[src/rtl/alsu_req_sequencer.sv]
// rtl/alsu_req_sequencer.sv - round-robin front end sharing one ALSU between two requesters
module alsu_req_sequencer #(
  parameter int    LATENCY    = 2,
  parameter string FULL_ADDER = "ON"
) (
  input  logic       clk,
  input  logic       rst,
  input  logic       req0_valid,
  output logic       req0_ready,
  input  logic [2:0] req0_a,
  input  logic [2:0] req0_b,
  input  logic [2:0] req0_op,
  input  logic [6:0] req0_ctrl,
  input  logic       req1_valid,
  output logic       req1_ready,
  input  logic [2:0] req1_a,
  input  logic [2:0] req1_b,
  input  logic [2:0] req1_op,
  input  logic [6:0] req1_ctrl,
  output logic [2:0] alsu_A,
  output logic [2:0] alsu_B,
  output logic [2:0] alsu_opcode,
  output logic       alsu_cin,
  output logic       alsu_serial_in,
  output logic       alsu_direction,
  output logic       alsu_red_op_A,
  output logic       alsu_red_op_B,
  output logic       alsu_bypass_A,
  output logic       alsu_bypass_B,
  input  logic [5:0] alsu_out,
  output logic       rsp_valid,
  input  logic       rsp_ready,
  output logic       rsp_id,
  output logic [5:0] rsp_data,
  output logic       rsp_err,
  output logic       busy
);

  typedef enum logic [1:0] {IDLE, ISSUE, WAIT, RESP} state_t;

  localparam logic [2:0] LAT    = 3'(LATENCY);
  localparam bit         CIN_EN = (FULL_ADDER != "OFF");

  state_t     state_q, state_d;
  logic       rr_ptr;
  logic [2:0] wait_cnt;
  logic       cmd_id;
  logic [2:0] cmd_a, cmd_b, cmd_op;
  logic [6:0] cmd_ctrl;
  logic [5:0] rsp_data_q;
  logic       rsp_err_q;

  logic       grant0, grant1, accept, issue;
  logic [2:0] sel_a, sel_b, sel_op;
  logic [6:0] sel_ctrl;
  logic       sel_bad;

  // Grants are suppressed while reset is held so every output reads 0 in reset.
  assign grant0 = rst && req0_valid && (!req1_valid || !rr_ptr);
  assign grant1 = rst && req1_valid && (!req0_valid ||  rr_ptr);

  assign req0_ready = (state_q == IDLE) && grant0;
  assign req1_ready = (state_q == IDLE) && grant1;
  assign accept     = req0_ready || req1_ready;

  assign sel_a    = grant1 ? req1_a    : req0_a;
  assign sel_b    = grant1 ? req1_b    : req0_b;
  assign sel_op   = grant1 ? req1_op   : req0_op;
  assign sel_ctrl = grant1 ? req1_ctrl : req0_ctrl;
  assign sel_bad  = (sel_op[2:1] == 2'b11);

  // ALSU pins carry the command only during ISSUE; zero elsewhere keeps the ALSU on a harmless AND.
  assign issue          = (state_q == ISSUE);
  assign alsu_A         = issue ? cmd_a  : 3'd0;
  assign alsu_B         = issue ? cmd_b  : 3'd0;
  assign alsu_opcode    = issue ? cmd_op : 3'd0;
  assign alsu_cin       = issue && CIN_EN && cmd_ctrl[6];
  assign alsu_serial_in = issue && cmd_ctrl[5];
  assign alsu_direction = issue && cmd_ctrl[4];
  assign alsu_red_op_A  = issue && cmd_ctrl[3];
  assign alsu_red_op_B  = issue && cmd_ctrl[2];
  assign alsu_bypass_A  = issue && cmd_ctrl[1];
  assign alsu_bypass_B  = issue && cmd_ctrl[0];

  assign rsp_valid = (state_q == RESP);
  assign rsp_id    = cmd_id;
  assign rsp_data  = rsp_data_q;
  assign rsp_err   = rsp_err_q;
  assign busy      = (state_q != IDLE);

  // State register.
  always_ff @(posedge clk or negedge rst) begin
    if (!rst) state_q <= IDLE;
    else      state_q <= state_d;
  end

  // Next-state logic: rejected opcodes skip straight to the response.
  always_comb begin
    state_d = state_q;
    case (state_q)
      IDLE:    if (accept) state_d = sel_bad ? RESP : ISSUE;
      ISSUE:   state_d = WAIT;
      WAIT:    if (wait_cnt == 3'd1) state_d = RESP;
      RESP:    if (rsp_ready) state_d = IDLE;
      default: state_d = IDLE;
    endcase
  end

  // Command latch, arbitration pointer, latency counter and response capture.
  always_ff @(posedge clk or negedge rst) begin
    if (!rst) begin
      rr_ptr     <= 1'b0;
      wait_cnt   <= 3'd0;
      cmd_id     <= 1'b0;
      cmd_a      <= 3'd0;
      cmd_b      <= 3'd0;
      cmd_op     <= 3'd0;
      cmd_ctrl   <= 7'd0;
      rsp_data_q <= 6'd0;
      rsp_err_q  <= 1'b0;
    end else begin
      case (state_q)
        IDLE: begin
          if (accept) begin
            cmd_id   <= grant1;
            cmd_a    <= sel_a;
            cmd_b    <= sel_b;
            cmd_op   <= sel_op;
            cmd_ctrl <= sel_ctrl;
            rr_ptr   <= ~grant1;
            if (sel_bad) begin
              rsp_data_q <= 6'd0;
              rsp_err_q  <= 1'b1;
            end
          end
        end
        ISSUE: wait_cnt <= LAT;
        WAIT: begin
          wait_cnt <= wait_cnt - 3'd1;
          if (wait_cnt == 3'd1) begin
            rsp_data_q <= alsu_out;
            rsp_err_q  <= 1'b0;
          end
        end
        default: ;
      endcase
    end
  end

endmodule

[config.mk]
export PLATFORM = sky130hd
export DESIGN_NAME = alsu_req_sequencer
export DESIGN_NICKNAME = d
export VERILOG_FILES = /design/src/rtl/alsu_req_sequencer.sv
export SDC_FILE = /design/constraint.sdc
export NUM_CORES = 1
export LEC_CHECK = 0
export CAP_MARGIN = 10
export CELL_PAD_IN_SITES_DETAIL_PLACEMENT = 1
export CELL_PAD_IN_SITES_GLOBAL_PLACEMENT = 1
export CORE_MARGIN = 1
export CORE_UTILIZATION = 27
export DETAILED_ROUTE_END_ITERATION = 7
export GPL_ROUTABILITY_DRIVEN = 1
export PLACE_DENSITY_LB_ADDON = 0.25
export SYNTH_ARGS = -nofsm -noshare
export SYNTH_HDL_FRONTEND = slang
export SYNTH_SLANG_ARGS = --single-unit
[constraint.sdc]
create_clock -name clk -period 1.8 [get_ports clk]
set_input_delay 0.54 -clock clk [delete_from_list [all_inputs] [get_ports clk]]
set_output_delay 0.54 -clock clk [all_outputs]
set_load 0.02 [all_outputs]
-- Word level (Yosys, flattened, before mapping)
Index checks and enable logic that the tools add are counted.
- register bits: 30
- input bits: 43
- output and inout bits: 28
- logic and storage cells: 68
- mux-type cells: 21
- equality and inequality tests: 9
- add/subtract/negate cells: 1
- bitwise operators: 1
- reduce and logical (&&, ||, !) cells: 26
- operators with widths (cell ; number):
    $mux 3 ; 6
    $mux 6 ; 3
    $logic_and 1x1->1 ; 13
    $pmux 6 s2 ; 1
    $mux 2 ; 4
    $pmux 2 s4 ; 1
    $mux 7 ; 1
    $eq 2x2->1 const B ; 3
    $ne 2x2->1 const B ; 3
    $pmux 3 s2 ; 1
    $reduce_bool 2->1 ; 3
    $reduce_and 4->1 ; 1
    $eq 3x1->1 const B ; 1
    $logic_not 1->1 ; 3
    $logic_or 1x1->1 ; 3
    $mux 1 ; 3
    $reduce_and 3->1 ; 1
    $sub 3x1->3 const B ; 1
    $eq 2x1->1 const B ; 1
    $logic_not 2->1 ; 1
    $ne 2x1->1 const B ; 1
    $pmux 1 s2 ; 1
    $reduce_and 2->1 ; 1
    $not 1->1 ; 1

-- Logic depth before layout (Yosys ltp)
- depth after elaboration: 8
- gate-level depth with buffers: 8
- depth with buffers taken out: 7

-- Worst setup path after synthesis
Ideal clock, no wire load.
- path type: register to output
- start point: register state_q[0]
- end point: output req1_ready
- arrival: 1.534 ns
- required time: 1.260 ns
- path slack: -0.274 ns
- stages on the path, launching flop included: 7
- buffers on the path: 2
- path through: dfrtp_1 -> inv_1 -> ha_1 -> clkbuf_2 -> inv_1 -> nor2_1 -> clkbuf_1
- longest elaborated chain between the ends: 2
- RTL lines (what ; line ; RTL):
    start, declared ; 44 ; state_t state_q, state_d;
    start signal, assigned ; 94 ; else state_q <= state_d;
    $logic_not 2->1 ; 63 ; assign req1_ready = (state_q == IDLE) && grant1;
    $logic_and 1x1->1 ; 63 ;
    end, declared ; 15 ; output logic req1_ready,
No other way between the ends.

-- Final worst setup path
- start point: register state_q[1]
- end point: output alsu_B[1]
- longest elaborated chain between the ends: 2
- RTL lines (what ; line ; RTL):
    $eq 2x1->1 ; 73 ; assign issue = (state_q == ISSUE);
    $mux 3 ; 75 ; assign alsu_B = issue ? cmd_b : 3'd0;
    end, declared ; 21 ; output logic [2:0] alsu_B,
No other way between the ends.

==> results.cfg <==
[worst_setup_path]
path_depth = 5
criticalPathCategory = register to output pin
cpLargestDelayFamily = flip-flops
rr_startpoint = state_q[0]
critPathMaxFanout = 9
crit_path_start = state_q[1]
rr_endpoint = rsp_data[3]
crit_arrival_ns = 1.35
cp-end-kind = output pin
start_kind = register
cp_num_buf_inv = 3
endpoint = alsu_B[1]
slowest_stage = dfrtp_1
slowest_delay_ns = 0.39
r2r_cells = 8
reg2reg_setup_slack_ns = -0.09
critical_path_required_ns = 1.26
worstPathCellList = inv_2 > ha_4 > buf_12 > and2_4 > buf_6

[detailed_routing]
drt-total-wl_mm = 5.24
post-route-drc-count = 0
dr.pass1.iters = 6
viasPerCell = 4.80
wl_per_cell_um = 16.3
drt_iter0_drc = 100
via_count = 1547
final_antenna_net_count = 0

[layout]
syn_to_final_growth_pct = 87.5
mostFrequentLayoutCell = clkdlybuf4s50_1
drive_above_1_share_pct = 42.0
final_area_um2 = 2870
antenna_cells = 0
final_cell_mix = 38 x clkdlybuf4s50_1, 28 x dfrtp_1, 28 x buf_4
nets = 299

[timing]
finalSetupViolations = 25
period_minus_slack_ns = 1.89
slew_viol_final = 0
worst_slack_ns = -0.0911
max_slew_margin_pct = 72.8
tns_ns = -1.72
rsz0062_at_grt = true
hold_viol_final = 0
fin_crit_sh_pct = 105
skew_ns = 0.00653
tightest_slew_ns = 0.408
fmaxAchievable_ghz = 0.529

[floorplan]
die_w_um = 77.3
die_area_um2 = 5980
fp.dieH_um = 77.3
coreArea_um2 = 5470
pin_count = 71
start_util_pct = 28.0
fp-row-count = 27

[synthesis]
yosysUniqueCellTypes = 32
synth_ff_type = dfrtp_1
ys_seq_area_share_pct = 49.0
synth_largest_area_cell = dfrtp_1
synth_cells = 144
avgSynthCellArea_um2 = 10.6
syn_area_um2 = 1530
synth-async-reset-ratio_pct = 100
ys_warn_count = 0
synth.top_cell.area_share_pct = 49.0
ys_seq_elements = 30
syn_nets = 194
synth_area_leaders = dfrtp_1 49%, a222oi_1 7.8%, and2_1 6.5%
synth_edf_count = 0

[placed_design]
hpwl_mm = 3.44
gp_congestion = 0.706
port_buffers = 70
placed_area_um2 = 2440

[global_route]
antenna_found_initial = 0
grt_usage_pct = 18.0
grt_overflow = 0
grt_max_degree = 31
grt_pass1_wl_mm = 8.34
grt_pass1_vias = 1670

[clocking]
ctsHoldBuffers = 0
clk_pin_slew_worst_paths_ns = 0.07
root_buffer = clkbuf_8
cts_tree = yes
cts.sinks = 30
clk-insertion-delay-late_ns = 0.28
htreeDepth = 2
clk_path_buf_depth = 2
numCtsBuffers = 5

[power_and_ir_drop]
p_leak_nw = 1.43
ir_drop_mv = 0.773
powerDensity_nw_per_um2 = 1560

[outcome]
failed_checks = negative setup slack
status = finished, violations left

[run]
maxCapViolations = 0

[min_path]
min_path_type = register to register
==> stage by stage <==
| stage | instances | util, % | setup WS, ns | power, mW | hold slack (ns) |
|---|---|---|---|---|---|
| floorplan | 144 | - | -0.0147 | 2.15 | 0.244 |
| global placement | 299 | 44.6 | -0.719 | 3.00 | 0.458 |
| detailed placement | 299 | 44.6 | -0.720 | 3.06 | 0.471 |
| CTS | 313 | 50.0 | -0.0883 | 4.24 | 0.497 |
| global route | 322 | 52.5 | -0.170 | 4.76 | 0.527 |
| finish | 322 | 52.5 | -0.0911 | 4.48 | 0.493 |
==> state kept, by name (all words and copies together), names as in the netlist <==
| register | cells |
|---|---|
| cmd_ctrl | 7 |
| rsp_data | 6 |
| cmd_a | 3 |
| cmd_b | 3 |
| cmd_op | 3 |
| wait_cnt | 3 |
| state_q | 2 |
| rr_ptr | 1 |
| rsp_err | 1 |
| rsp_id | 1 |
==> metal layers <==
metal,vias to the layer above,GRT usage (%),wire length [um]
met5,-,0,0
met4,0,3.96,44
met3,6,4.24,214
met2,43,30.3,2650
met1,772,23.4,2330
li1,726,-,-
==> power by group <==
group / total, mW / switching (mW) / internal (mW) / leakage (nW)
registers: 1.18 / 0.199 / 0.980 / 0.370
clock network: 0.862 / 0.271 / 0.591 / 0.0714
logic: 2.44 / 1.13 / 1.31 / 0.985
total: 4.48 / 1.60 / 2.88 / 1.43
==> tightest hold or removal path, delay by kind of cell (launching register included) <==
| kind | cells | cell delay (ns) |
|---|---|---|
| flops | 1 | 0.35 |
| simple gates | 1 | 0.05 |
| compound gates | 1 | 0.06 |
==> timing repair <==
action / CTS / global route
endpoints found under the setup margin: 35 / 30
resized for setup: 161 / 18
setup buffers: 6 / 9
pin swaps: 4 / 4
==> cell families after synthesis <==
kind of cell	count (synthesis)	share of synthesized area (%)
multiplexers	6	4.33
AND/OR/NAND/NOR	35	12.2
AO/OA/AOI/OAI	39	22.0
buffers and inverters	27	6.77
flip-flops	30	49.0
adder cells (fa/ha/maj)	7	5.71
==> worst min-delay path by stage <==
stage	startpoint	depth (start not counted)	end
3_5_place_dp	cmd_a[2]	2	cmd_a[2]
6_report	cmd_op[1]	2	cmd_op[1]
3_3_place_gp	cmd_a[2]	2	cmd_a[2]
4_1_cts	cmd_op[1]	2	cmd_op[1]
5_1_grt	cmd_op[1]	2	cmd_op[1]
2_1_floorplan	rst	0	cmd_a[0]
==> cells in the mapped netlist, types with 2 or more instances <==
cell	number
clkbuf_1	4
inv_1	20
o21ai_0	9
mux2i_1	4
ha_1	7
o22ai_1	2
dfrtp_1	30
nand3_1	3
nand2_1	8
a22o_1	6
and2_1	16
a21oi_1	2
nor2_1	3
a222oi_1	12
==> final cells by class <==
cell class	instances	area (um2)
clock inverters	2	60.1
fillers	600	2600
multi-input cells	87	816
well taps	72	90.1
clock buffers	6	82.6
repair buffers	104	993
flip-flops and latches	30	753
inverters	21	78.8
(Power assumes the default switching activity.)
